<file path="src/rtl/axis_packet_crossbar.sv">
// N_INPUTS x N_OUTPUTS AXI-Stream crossbar. Each output follows its own select,
// but it only switches at packet boundaries, so packets are never split or interleaved.
module axis_packet_crossbar #(
  parameter int WIDTH     = 32,
  parameter int N_INPUTS  = 3,
  parameter int N_OUTPUTS = 2,
  parameter int SEL_WIDTH = 2
) (
  input  logic                           clk,
  input  logic                           rst,
  input  logic [N_OUTPUTS*SEL_WIDTH-1:0] sel,
  input  logic [N_INPUTS*WIDTH-1:0]      s_tdata,
  input  logic [N_INPUTS-1:0]            s_tvalid,
  input  logic [N_INPUTS-1:0]            s_tlast,
  output logic [N_INPUTS-1:0]            s_tready,
  output logic [N_OUTPUTS*WIDTH-1:0]     m_tdata,
  output logic [N_OUTPUTS-1:0]           m_tvalid,
  output logic [N_OUTPUTS-1:0]           m_tlast,
  input  logic [N_OUTPUTS-1:0]           m_tready,
  output logic [N_OUTPUTS-1:0]           busy
);

  typedef enum logic {IDLE, LOCKED} state_t;

  state_t               state_q  [N_OUTPUTS];
  logic [SEL_WIDTH-1:0] selReg_q [N_OUTPUTS];
  logic [N_OUTPUTS-1:0] mValid_q;
  logic [N_OUTPUTS-1:0] mLast_q;
  logic [WIDTH-1:0]     mData_q  [N_OUTPUTS];
  // Held low for the first cycle after reset so nothing is accepted with stale selects.
  logic                 active_q;

  logic [N_OUTPUTS-1:0] inRange;
  logic [N_OUTPUTS-1:0] blocked;
  logic [N_OUTPUTS-1:0] own;
  logic [N_OUTPUTS-1:0] inValid;
  logic [N_OUTPUTS-1:0] inLast;
  logic [N_OUTPUTS-1:0] xfer;
  logic [WIDTH-1:0]     inData   [N_OUTPUTS];

  // Ownership: a LOCKED output keeps its input; an IDLE one yields to any LOCKED
  // output or lower-index IDLE output on the same input.
  always_comb begin
    inRange = '0;
    blocked = '0;
    own     = '0;
    for (int j = 0; j < N_OUTPUTS; j++) begin
      inRange[j] = int'(selReg_q[j]) < N_INPUTS;
    end
    for (int j = 0; j < N_OUTPUTS; j++) begin
      for (int k = 0; k < N_OUTPUTS; k++) begin
        if (k != j && state_q[k] == LOCKED && selReg_q[k] == selReg_q[j]) begin
          blocked[j] = 1'b1;
        end
        if (k < j && state_q[k] == IDLE && inRange[k] && selReg_q[k] == selReg_q[j]) begin
          blocked[j] = 1'b1;
        end
      end
      if (active_q && inRange[j]) begin
        own[j] = (state_q[j] == LOCKED) ? 1'b1 : ~blocked[j];
      end
    end
  end

  always_comb begin
    s_tready = '0;
    inValid  = '0;
    inLast   = '0;
    xfer     = '0;
    for (int j = 0; j < N_OUTPUTS; j++) begin
      inData[j] = '0;
      for (int i = 0; i < N_INPUTS; i++) begin
        if (own[j] && int'(selReg_q[j]) == i) begin
          s_tready[i] = s_tready[i] | m_tready[j] | ~mValid_q[j];
          inValid[j]  = s_tvalid[i];
          inLast[j]   = s_tlast[i];
          inData[j]   = s_tdata[i*WIDTH +: WIDTH];
        end
      end
      xfer[j] = own[j] & inValid[j] & (m_tready[j] | ~mValid_q[j]);
    end
  end

  always_ff @(posedge clk) begin
    if (rst) begin
      active_q <= 1'b0;
      mValid_q <= '0;
      mLast_q  <= '0;
      for (int j = 0; j < N_OUTPUTS; j++) begin
        state_q[j]  <= IDLE;
        selReg_q[j] <= '0;
        mData_q[j]  <= '0;
      end
    end else begin
      active_q <= 1'b1;
      for (int j = 0; j < N_OUTPUTS; j++) begin
        case (state_q[j])
          IDLE: begin
            selReg_q[j] <= sel[j*SEL_WIDTH +: SEL_WIDTH];
            if (xfer[j] && !inLast[j]) state_q[j] <= LOCKED;
          end
          LOCKED: begin
            if (xfer[j] && inLast[j]) state_q[j] <= IDLE;
          end
          default: state_q[j] <= IDLE;
        endcase
        if (xfer[j]) begin
          mData_q[j]  <= inData[j];
          mLast_q[j]  <= inLast[j];
          mValid_q[j] <= 1'b1;
        end else if (m_tready[j]) begin
          mValid_q[j] <= 1'b0;
        end
      end
    end
  end

  always_comb begin
    for (int j = 0; j < N_OUTPUTS; j++) begin
      m_tdata[j*WIDTH +: WIDTH] = mData_q[j];
      busy[j]                   = (state_q[j] == LOCKED);
    end
  end

  assign m_tvalid = mValid_q;
  assign m_tlast  = mLast_q;

endmodule

</file>
<file path="config.mk">
export PLATFORM = sky130hd
export DESIGN_NAME = axis_packet_crossbar
export DESIGN_NICKNAME = d
export VERILOG_FILES = /design/src/rtl/axis_packet_crossbar.sv
export SDC_FILE = /design/constraint.sdc
export NUM_CORES = 1
export LEC_CHECK = 0
export BUFFER_PORTS_ARGS = -buffer_cell sky130_fd_sc_hd__buf_2
export CELL_PAD_IN_SITES_DETAIL_PLACEMENT = 1
export CELL_PAD_IN_SITES_GLOBAL_PLACEMENT = 1
export CORE_MARGIN = 2
export CORE_UTILIZATION = 38
export DETAILED_ROUTE_END_ITERATION = 6
export PLACE_DENSITY = 0.85
export SYNTH_ARGS = -nofsm -noshare
export SYNTH_HDL_FRONTEND = slang
export SYNTH_SLANG_ARGS = --single-unit
</file>
<file path="constraint.sdc">
create_clock -name clk -period 8.27 [get_ports clk]
set_input_delay 1.654 -clock clk [delete_from_list [all_inputs] [get_ports clk]]
set_output_delay 1.654 -clock clk [all_outputs]
set_load 0.05 [all_outputs]
</file>
==> results of run 1 <==
## cells in the mapped netlist (5+ instances only)
master and number:
inv_1 5, a31oi_1 34, buf_2 11, nor2_1 108, buf_4 5, nand2_1 38
buf_1 5, clkbuf_1 17, edfxtp_1 69, mux2i_1 34, nor2_2 27, dfxtp_1 6
o21ai_0 67
## sequential cells by signal, summed over array words and instances (netlist names)
| signal | flops |
|---|---|
| active_q | 1 |
| m_tvalid | 2 |
| m_tlast | 2 |
| mData_q | 64 |
| state_q | 2 |
| selReg_q | 4 |
## how the worst min path moves through the flow
stage	slack, ps	to	startpoint
finish	560	m_tlast[1]$_SDFFE_PP0P_	m_tlast[1]$_SDFFE_PP0P_
global route	580	m_tlast[0]$_SDFFE_PP0N_	m_tlast[0]$_SDFFE_PP0N_
CTS	560	m_tlast[0]$_SDFFE_PP0N_	m_tlast[0]$_SDFFE_PP0N_
detailed placement	540	m_tlast[1]$_SDFFE_PP0P_	m_tlast[1]$_SDFFE_PP0P_
global placement	540	m_tlast[0]$_SDFFE_PP0N_	m_tlast[0]$_SDFFE_PP0N_
floorplan	550	selReg_q[0][2]$_SDFFCE_PN0P_	state_q[1]$_SDFFE_PP0P_
## power by group through the flow
stage	clock network [mW]	registers, mW	logic, mW
2_1_floorplan	0	0.599	0.171
3_5_place_dp	0	0.492	0.389
4_1_cts	0.432	0.485	0.392
5_1_grt	0.447	0.489	0.418
6_report	0.427	0.484	0.392
3_3_place_gp	0	0.489	0.381
## worst register-to-register path: cells and delay by family, from the launching register on
kind / cells / cell delay (ps)
DFF: 1 / 1100
xor gates and xnor gates: 1 / 190
buffers and inverters: 1 / 540
AOI/OAI and AO/OA: 2 / 1300
and+or+nand+nor: 2 / 290
## cell families after synthesis
kind of cell / share of synthesized area [%]
and+or+nand+nor: 20.6
AOI/OAI and AO/OA: 15.8
DFF: 48.9
buffers and inverters: 5.08
muxes: 8.90
xor gates and xnor gates: 0.754
## cell type report
cell class,instances,area (um2),share of cell area [%]
Sequential cell,75,2190,38.1
Multi-Input combinational cell,357,2090,36.4
Timing Repair Buffer,188,956,16.6
Clock buffer,9,225,3.91
Tap cell,143,179,3.11
Clock inverter,7,92.6,1.61
Inverter,5,18.8,0.326
## routing by layer
layer	part of all wire [%]	track usage [%]	up-vias
met2	51	42.2	157
met5	0	0	-
met3	5.7	5.45	26
met1	41	29.0	2108
met4	2.3	11.2	0
li1	-	-	2003
==> impl_metrics.json, run 1 <==
{
  "critPathSlowestCell": "edfxtp_1",
  "hold_path_class": "flop to flop",
  "routedWlPerCell_um": 19.7,
  "power.density_mw_per_mm2": 226,
  "cts_hold_buf": 0,
  "synth_seq_area_share_pct": 48.9,
  "grt_pass1_wl_um": 24100,
  "post-dp-hpwl_um": 10900,
  "reg2reg_from": "selReg_q[0][0]$_SDFFCE_PN0P_",
  "crit_type": "flop to primary output",
  "synth_area_leaders": "edfxtp_1, nor2_1, mux2i_1, o21ai_0, a31oi_1",
  "syn_area_per_cell_um2": 9.38,
  "pre_cts_ws_ps": 3730,
  "io_buffers": 182,
  "synthFlopType": "edfxtp_1",
  "crit_required_ps": 6620,
  "placed_area_mm2": 0.00544,
  "min_period_over_period_pct": 60.8,
  "status": "finished clean",
  "fin_crit_ps": 5030,
  "pwr-share-clk_pct": 32.8,
  "rows": 39,
  "drv_slew": 0,
  "layout.nets": 746,
  "synth_edf_count": 69,
  "p_int_mw": 0.829,
  "die_h_um": 113,
  "fillers": 1370,
  "max-slew-margin-rel_pct": 19.6,
  "r2r_end": "mData_q[0][44]$_SDFFCE_PN0P_",
  "via_per_inst": 5.48,
  "fin_skew_ps": 8.81,
  "gp_congestion": 0.831,
  "drive_above_1_share_pct": 38.4,
  "grt_pass1_vias": 4637,
  "syn2layout_area_growth_pct": 28.4,
  "grt_max_degree": 40,
  "clock_sinks": 75,
  "end_kind": "primary output",
  "final_core_util_pct": 50.2,
  "fp.dieArea_mm2": 0.0127,
  "synth_seq_cells": 75,
  "total_power_mw": 1.30,
  "start_util_pct": 39.1,
  "cts_inserted_buffers": 9,
  "final_common_cell": "buf_2",
  "drcViolationCount": 0,
  "cp_data_arrival_time_ps": 3370,
  "crit_buf_inv": 2,
  "setup_tns_ps": 0,
  "post_cts_buffers": 0,
  "first_pass_iters": 5,
  "synthArstFlopShare_pct": 0,
  "synth_warnings": 0,
  "max_stage_delay_ps": 1100,
  "fmax_ghz": 0.199,
  "wirelength_um": 15400,
  "critPathLaunch": "selReg_q[0][0]$_SDFFCE_PN0P_",
  "power_frac_comb_pct": 30.1,
  "synth.top_cell.area_share_pct": 46.2,
  "clock_path_buffers": 2,
  "hold_viol": 0,
  "stdcell_area_mm2": 0.00576,
  "crit_cells": 6,
  "clkLatencyLatePin_ps": 350,
  "critPathMaxFanout": 39,
  "endpoint": "s_tready[2]",
  "peakVddDrop_v": 0.000171,
  "dp_cells": 768,
  "cp_top_family": "flip-flops",
  "layout_common_cells": "buf_2, nor2_1, edfxtp_1",
  "syn_inst": 478,
  "rsz0062_at_grt": "no",
  "setup_violations": 0,
  "cap_violations": 0,
  "via_count": 4294,
  "final.setup.worst_slack_ps": 3240,
  "yosysTopAreaCell": "edfxtp_1",
  "grt_antenna_before_repair": 0,
  "critPathLaunchType": "flop",
  "overflow": 0,
  "drtIter0Drc": 194,
  "htreeDepth": 3,
  "instances_no_fill": 784,
  "die_w_um": 113,
  "netlist_area_mm2": 0.00448,
  "core_mm2": 0.0115,
  "ant_nets": 0,
  "holdPathStages": 2,
  "power_switching_mw": 0.475,
  "tightest_slew_ps": 1200,
  "crit_chain": "buf_4, xor2_2, o41ai_4, or2_1, o32ai_1, buf_2",
  "clkTransAtPathRegs_ps": 60,
  "yosys.cell_types.count": 47,
  "ctsResizeCount": 0,
  "ios": 183,
  "power.leakage_nw": 2.45,
  "switching_share_pct": 36.4,
  "cts_tree": "built",
  "root_buffer": "clkbuf_16",
  "diodes": 0,
  "p_seq_share_pct": 37.2,
  "synth_nets": 588,
  "gr-usage-all-layers_pct": 24.5,
  "ff2ff_path_depth": 6,
  "whs_ps": 558,
  "rrSetupSlack_ps": 4550
}
(Power assumes the default switching activity.)
==> run 2: changes to the inputs <==
CORE_UTILIZATION = 36   (was 38)
PLACE_DENSITY = 0.81   (was 0.85)
clock period = 5 ns   (was 8.27 ns; I/O delays follow)
==> run 2 against run 1 <==
Non-clock buffer count up 2. Critical path depth unchanged. Cell area rose by 0.11%. Count of clock-buffer cells in the layout increased by 3. Wire length grew 2.5%. Clock skew shrank 4.4 ps. Largest cell class unchanged.
==> impl_metrics.json, run 2 (synthesis results as in run 1) <==
{
  "max_stage_delay_ps": 740,
  "drtIter0Drc": 344,
  "crit_cells": 6,
  "cp_top_family": "flip-flops",
  "pre_cts_ws_ps": 1600,
  "hold_path_class": "flop to flop",
  "crit_buf_inv": 2,
  "rows": 40,
  "htreeDepth": 3,
  "whs_ps": 560,
  "grt_pass1_vias": 4633,
  "critPathSlowestCell": "edfxtp_1",
  "root_buffer": "clkbuf_16",
  "wirelength_um": 15800,
  "grt_pass1_wl_um": 24000,
  "clock_sinks": 75,
  "cts_hold_buf": 0,
  "ff2ff_path_depth": 6,
  "crit_type": "flop to primary output",
  "setup_violations": 0,
  "placed_area_mm2": 0.00549,
  "holdPathStages": 3,
  "fin_skew_ps": 4.41,
  "final.setup.worst_slack_ps": 1230,
  "clock_path_buffers": 2,
  "end_kind": "primary output",
  "multiInputGateArea_mm2": 0.00209,
  "ant_nets": 0,
  "cts_inserted_buffers": 9,
  "diodes": 0,
  "drive_above_1_share_pct": 37.8,
  "syn2layout_area_growth_pct": 28.5,
  "drv_slew": 0,
  "gp_congestion": 0.888,
  "largest_register_ffs": 64,
  "setup_tns_ps": 0,
  "critPathMaxFanout": 14,
  "stdcell_area_mm2": 0.00576,
  "ctsResizeCount": 0,
  "max-slew-margin-rel_pct": 18.1,
  "gr-usage-all-layers_pct": 23.6,
  "power.density_mw_per_mm2": 362,
  "peakVddDrop_v": 0.000166,
  "critPathLaunchType": "flop",
  "cts_tree": "built",
  "cap_violations": 0,
  "cp_data_arrival_time_ps": 2770,
  "layout_common_cells": "buf_2, nor2_1, edfxtp_1",
  "hold_viol": 0,
  "overflow": 0,
  "fillers": 1453,
  "min_period_over_period_pct": 75.4,
  "grt_antenna_before_repair": 0,
  "die_h_um": 116,
  "ios": 183,
  "fin_crit_ps": 3770,
  "crit_required_ps": 4000,
  "grt_max_degree": 38,
  "rsz0062_at_grt": "no",
  "via_per_inst": 5.41,
  "final_common_cell": "buf_2",
  "seqCellArea_mm2": 0.00219,
  "power.leakage_nw": 2.44,
  "tightest_slew_ps": 1220,
  "layout.nets": 748,
  "clkLatencyLatePin_ps": 330,
  "reg_top3": "mData_q (64), selReg_q (4)",
  "die_w_um": 116,
  "via_count": 4388,
  "crit_chain": "buf_4, xor2_1, o41ai_4, or2_1, o32ai_1, buf_2",
  "io_buffers": 182,
  "clkTransAtPathRegs_ps": 60,
  "final_core_util_pct": 47.8,
  "first_pass_iters": 5,
  "post-dp-hpwl_um": 11000,
  "largest-register": "mData_q",
  "fp.dieArea_mm2": 0.0134,
  "start_util_pct": 37.2,
  "core_mm2": 0.0121,
  "post_cts_buffers": 0,
  "status": "finished clean",
  "routedWlPerCell_um": 19.5,
  "fmax_ghz": 0.265,
  "drcViolationCount": 0
}
-- run 2: cell count changes in the layout (fill, tap and decap cells not counted), sizes merged --
cell and change:
clkbuf +3, buf +2, clkinvlp -2, bufinv -1
-- run 2: worst min-delay path, delay by kind of cell, from the launching register on --
kind	cells	cell delay (ps)
buffers and inverters	1	50
muxes	1	120
and+or+nand+nor	1	40
DFF	1	320
-- run 2: stage by stage --
stage | instances | power (mW)
2_1_floorplan | 478 | 1.27
3_3_place_gp | 795 | 1.44
3_5_place_dp | 795 | 1.47
4_1_cts | 811 | 2.10
5_1_grt | 811 | 2.18
6_report | 811 | 2.09
-- run 2: final timing paths --
path / from / endpoint / slack, ps
min: m_tlast[0]$_SDFFE_PP0N_ / m_tlast[0]$_SDFFE_PP0N_ / 560
max reg2reg: selReg_q[0][2]$_SDFFCE_PN0P_ / mData_q[0][28]$_SDFFCE_PN0P_ / 1600
min reg2reg: m_tlast[0]$_SDFFE_PP0N_ / m_tlast[0]$_SDFFE_PP0N_ / 560
max: selReg_q[0][1]$_SDFFCE_PN0P_ / s_tready[1] / 1230
-- run 2: final cells by class --
class	instances	share of cell area [%]
flip-flops and latches	75	38.0
inverters	5	0.326
clock buffers	12	4.10
repair buffers	190	16.8
clock inverters	4	0.716
multi-input cells	357	36.3
well taps	168	3.65
-- run 2: power by group --
part / internal (mW) / leakage, nW / switching (mW)
sequential: 0.759 / 0.780 / 0.0374
combinational: 0.179 / 1.53 / 0.480
clock: 0.382 / 0.133 / 0.247
total: 1.32 / 2.44 / 0.765
-- run 2: metal layers --
layer  vias to the layer above  GRT usage [%]  routed length (um)
met5                         -              0                   0
met2                       199           41.3                7900
met3                        26           5.07                1130
met1                      2148           28.7                6480
met4                         0           8.65                 301
li1                       2015              -                   -
==> run 3: changes to the inputs <==
CORE_UTILIZATION = 32   (was 36)
PLACE_DENSITY = 0.77   (was 0.81)
clock period = 3.4 ns   (was 5 ns; I/O delays follow)
==> run 3 against run 2 <==
Count of clock-buffer cells in the layout is 1 higher. Wire length fell by 4.4%. Combinational power up 49%. Critical endpoint is now s_tready[2]. Non-clock buffer count is 6 higher. Utilization shrank 5.3 points.
==> impl_metrics.json, run 3 (synthesis results as in run 1) <==
{
  "p_seq_share_pct": 37.8,
  "grt_pass1_wl_um": 23200,
  "grt_antenna_before_repair": 2,
  "p_int_mw": 1.94,
  "tightest_slew_ps": 1150,
  "stdcell_area_mm2": 0.00585,
  "reg2reg_from": "selReg_q[0][2]$_SDFFCE_PN0P_",
  "fin_skew_ps": 6.15,
  "gp_congestion": 0.835,
  "routedWlPerCell_um": 18.2,
  "largest_register_ffs": 64,
  "hold_viol": 0,
  "setup_violations": 0,
  "via_per_inst": 5.13,
  "status": "finished clean",
  "htreeDepth": 3,
  "gr-usage-all-layers_pct": 20.4,
  "setup_tns_ps": 0,
  "core_mm2": 0.0138,
  "power.density_mw_per_mm2": 524,
  "ant_nets": 0,
  "min_period_over_period_pct": 89.0,
  "critPathLaunchType": "flop",
  "rsz0062_at_grt": "no",
  "post-dp-hpwl_um": 10900,
  "power.leakage_nw": 2.48,
  "power_frac_comb_pct": 32.0,
  "clock_path_buffers": 2,
  "layout_common_cells": "buf_2, nor2_1, edfxtp_1",
  "grt_max_degree": 41,
  "rrSetupSlack_ps": 720,
  "final.setup.worst_slack_ps": 374,
  "wirelength_um": 15100,
  "die_w_um": 122,
  "r2r_end": "mData_q[0][60]$_SDFFCE_PN0P_",
  "crit_chain": "buf_4, and3_1, o2111ai_1, nand4b_1, o32ai_1, buf_2",
  "clkLatencyLatePin_ps": 340,
  "crit_required_ps": 2720,
  "fin_crit_ps": 3030,
  "root_buffer": "clkbuf_16",
  "max_stage_delay_ps": 500,
  "drv_slew": 0,
  "holdPathStages": 3,
  "overflow": 0,
  "hold_path_class": "flop to flop",
  "critPathSlowestCell": "edfxtp_1",
  "cts_tree": "built",
  "crit_buf_inv": 2,
  "first_pass_iters": 4,
  "drtIter0Drc": 188,
  "fp.dieArea_mm2": 0.0150,
  "syn2layout_area_growth_pct": 30.5,
  "placed_area_mm2": 0.00556,
  "hold_start": "m_tlast[0]$_SDFFE_PP0N_",
  "critPathMaxFanout": 31,
  "start_util_pct": 32.6,
  "power_switching_mw": 1.12,
  "final_core_util_pct": 42.5,
  "final_common_cell": "buf_2",
  "post_cts_buffers": 0,
  "peakVddDrop_v": 0.000205,
  "via_count": 4260,
  "clkTransAtPathRegs_ps": 60,
  "cp_top_family": "buffers and inverters",
  "grt_pass1_vias": 4419,
  "cp_data_arrival_time_ps": 2350,
  "layout.nets": 754,
  "ff2ff_path_depth": 7,
  "ios": 183,
  "largest-register": "mData_q",
  "cts_inserted_buffers": 9,
  "max-slew-margin-rel_pct": 23.0,
  "ctsResizeCount": 0,
  "end_kind": "primary output",
  "pre_cts_ws_ps": 725,
  "drcViolationCount": 0,
  "drive_above_1_share_pct": 39.1,
  "rows": 43,
  "crit_type": "flop to primary output",
  "whs_ps": 530,
  "pwr-share-clk_pct": 30.2,
  "switching_share_pct": 36.6,
  "hold_path_end": "m_tlast[0]$_SDFFE_PP0N_",
  "fmax_ghz": 0.331,
  "reg_top3": "mData_q (64), selReg_q (4)",
  "cts_hold_buf": 0,
  "clock_sinks": 75,
  "cap_violations": 0,
  "io_buffers": 182,
  "die_h_um": 122
}
## run 3: changes by cell type in the layout (fill, tap and decap cells not counted)
cell	change
buf_4	+5
clkbuf_8	+3
clkinv_1	-3
clkbuf_1	-2
buf_12	+1
bufinv_16	-1
clkinv_2	+1
clkinv_4	+1
clkinvlp_4	+1
diode_2	+1
## run 3: stage by stage
stage | instances | power [mW]
detailed placement | 813 | 2.16
finish | 830 | 3.07
global route | 830 | 3.20
global placement | 813 | 2.14
floorplan | 478 | 1.87
CTS | 829 | 3.10
## run 3: routing by layer
| layer | track usage [%] | vias up | wire (um) |
|---|---|---|---|
| met5 | 0 | - | 0 |
| met4 | 7.18 | 0 | 280 |
| met3 | 4.65 | 20 | 852 |
| met2 | 34.2 | 139 | 7540 |
| met1 | 25.7 | 2074 | 6430 |
| li1 | - | 2027 | - |
## run 3: final cells by class
class                           count  area (um2)
Antenna cell                        1        2.50
Clock buffer                       13         270
Clock inverter                      3        21.3
Fill cell                        1668        7920
Inverter                            5        18.8
Multi-Input combinational cell    357        2090
Sequential cell                    75        2190
Tap cell                          180         225
Timing Repair Buffer              196        1030
## run 3: worst max-delay path by stage
stage / from / depth (start not counted) / to / slack (ps)
after floorplan: selReg_q[0][2]$_SDFFCE_PN0P_ / 4 / s_tready[1] / 370
final: selReg_q[0][0]$_SDFFCE_PN0P_ / 6 / s_tready[2] / 370
after detailed placement: selReg_q[0][2]$_SDFFCE_PN0P_ / 7 / mData_q[0][60]$_SDFFCE_PN0P_ / 720
after global routing: selReg_q[0][0]$_SDFFCE_PN0P_ / 6 / s_tready[2] / 260
after CTS: selReg_q[0][0]$_SDFFCE_PN0P_ / 6 / s_tready[2] / 390
after global placement: selReg_q[0][0]$_SDFFCE_PN0P_ / 6 / s_tready[2] / 800
## run 3: tightest hold or removal path, delay by kind of cell (launching register included)
kind | cells | cell delay (ps)
simple gates | 1 | 40
mux | 1 | 110
buf+inv | 1 | 40
flops | 1 | 300
## run 3: power by group through the flow
stage | Sequential, mW | Clock, mW | Combinational [mW]
floorplan | 1.46 | 0 | 0.416
global placement | 1.18 | 0 | 0.964
detailed placement | 1.18 | 0 | 0.985
CTS | 1.16 | 0.947 | 0.987
global route | 1.17 | 0.978 | 1.06
finish | 1.16 | 0.925 | 0.980
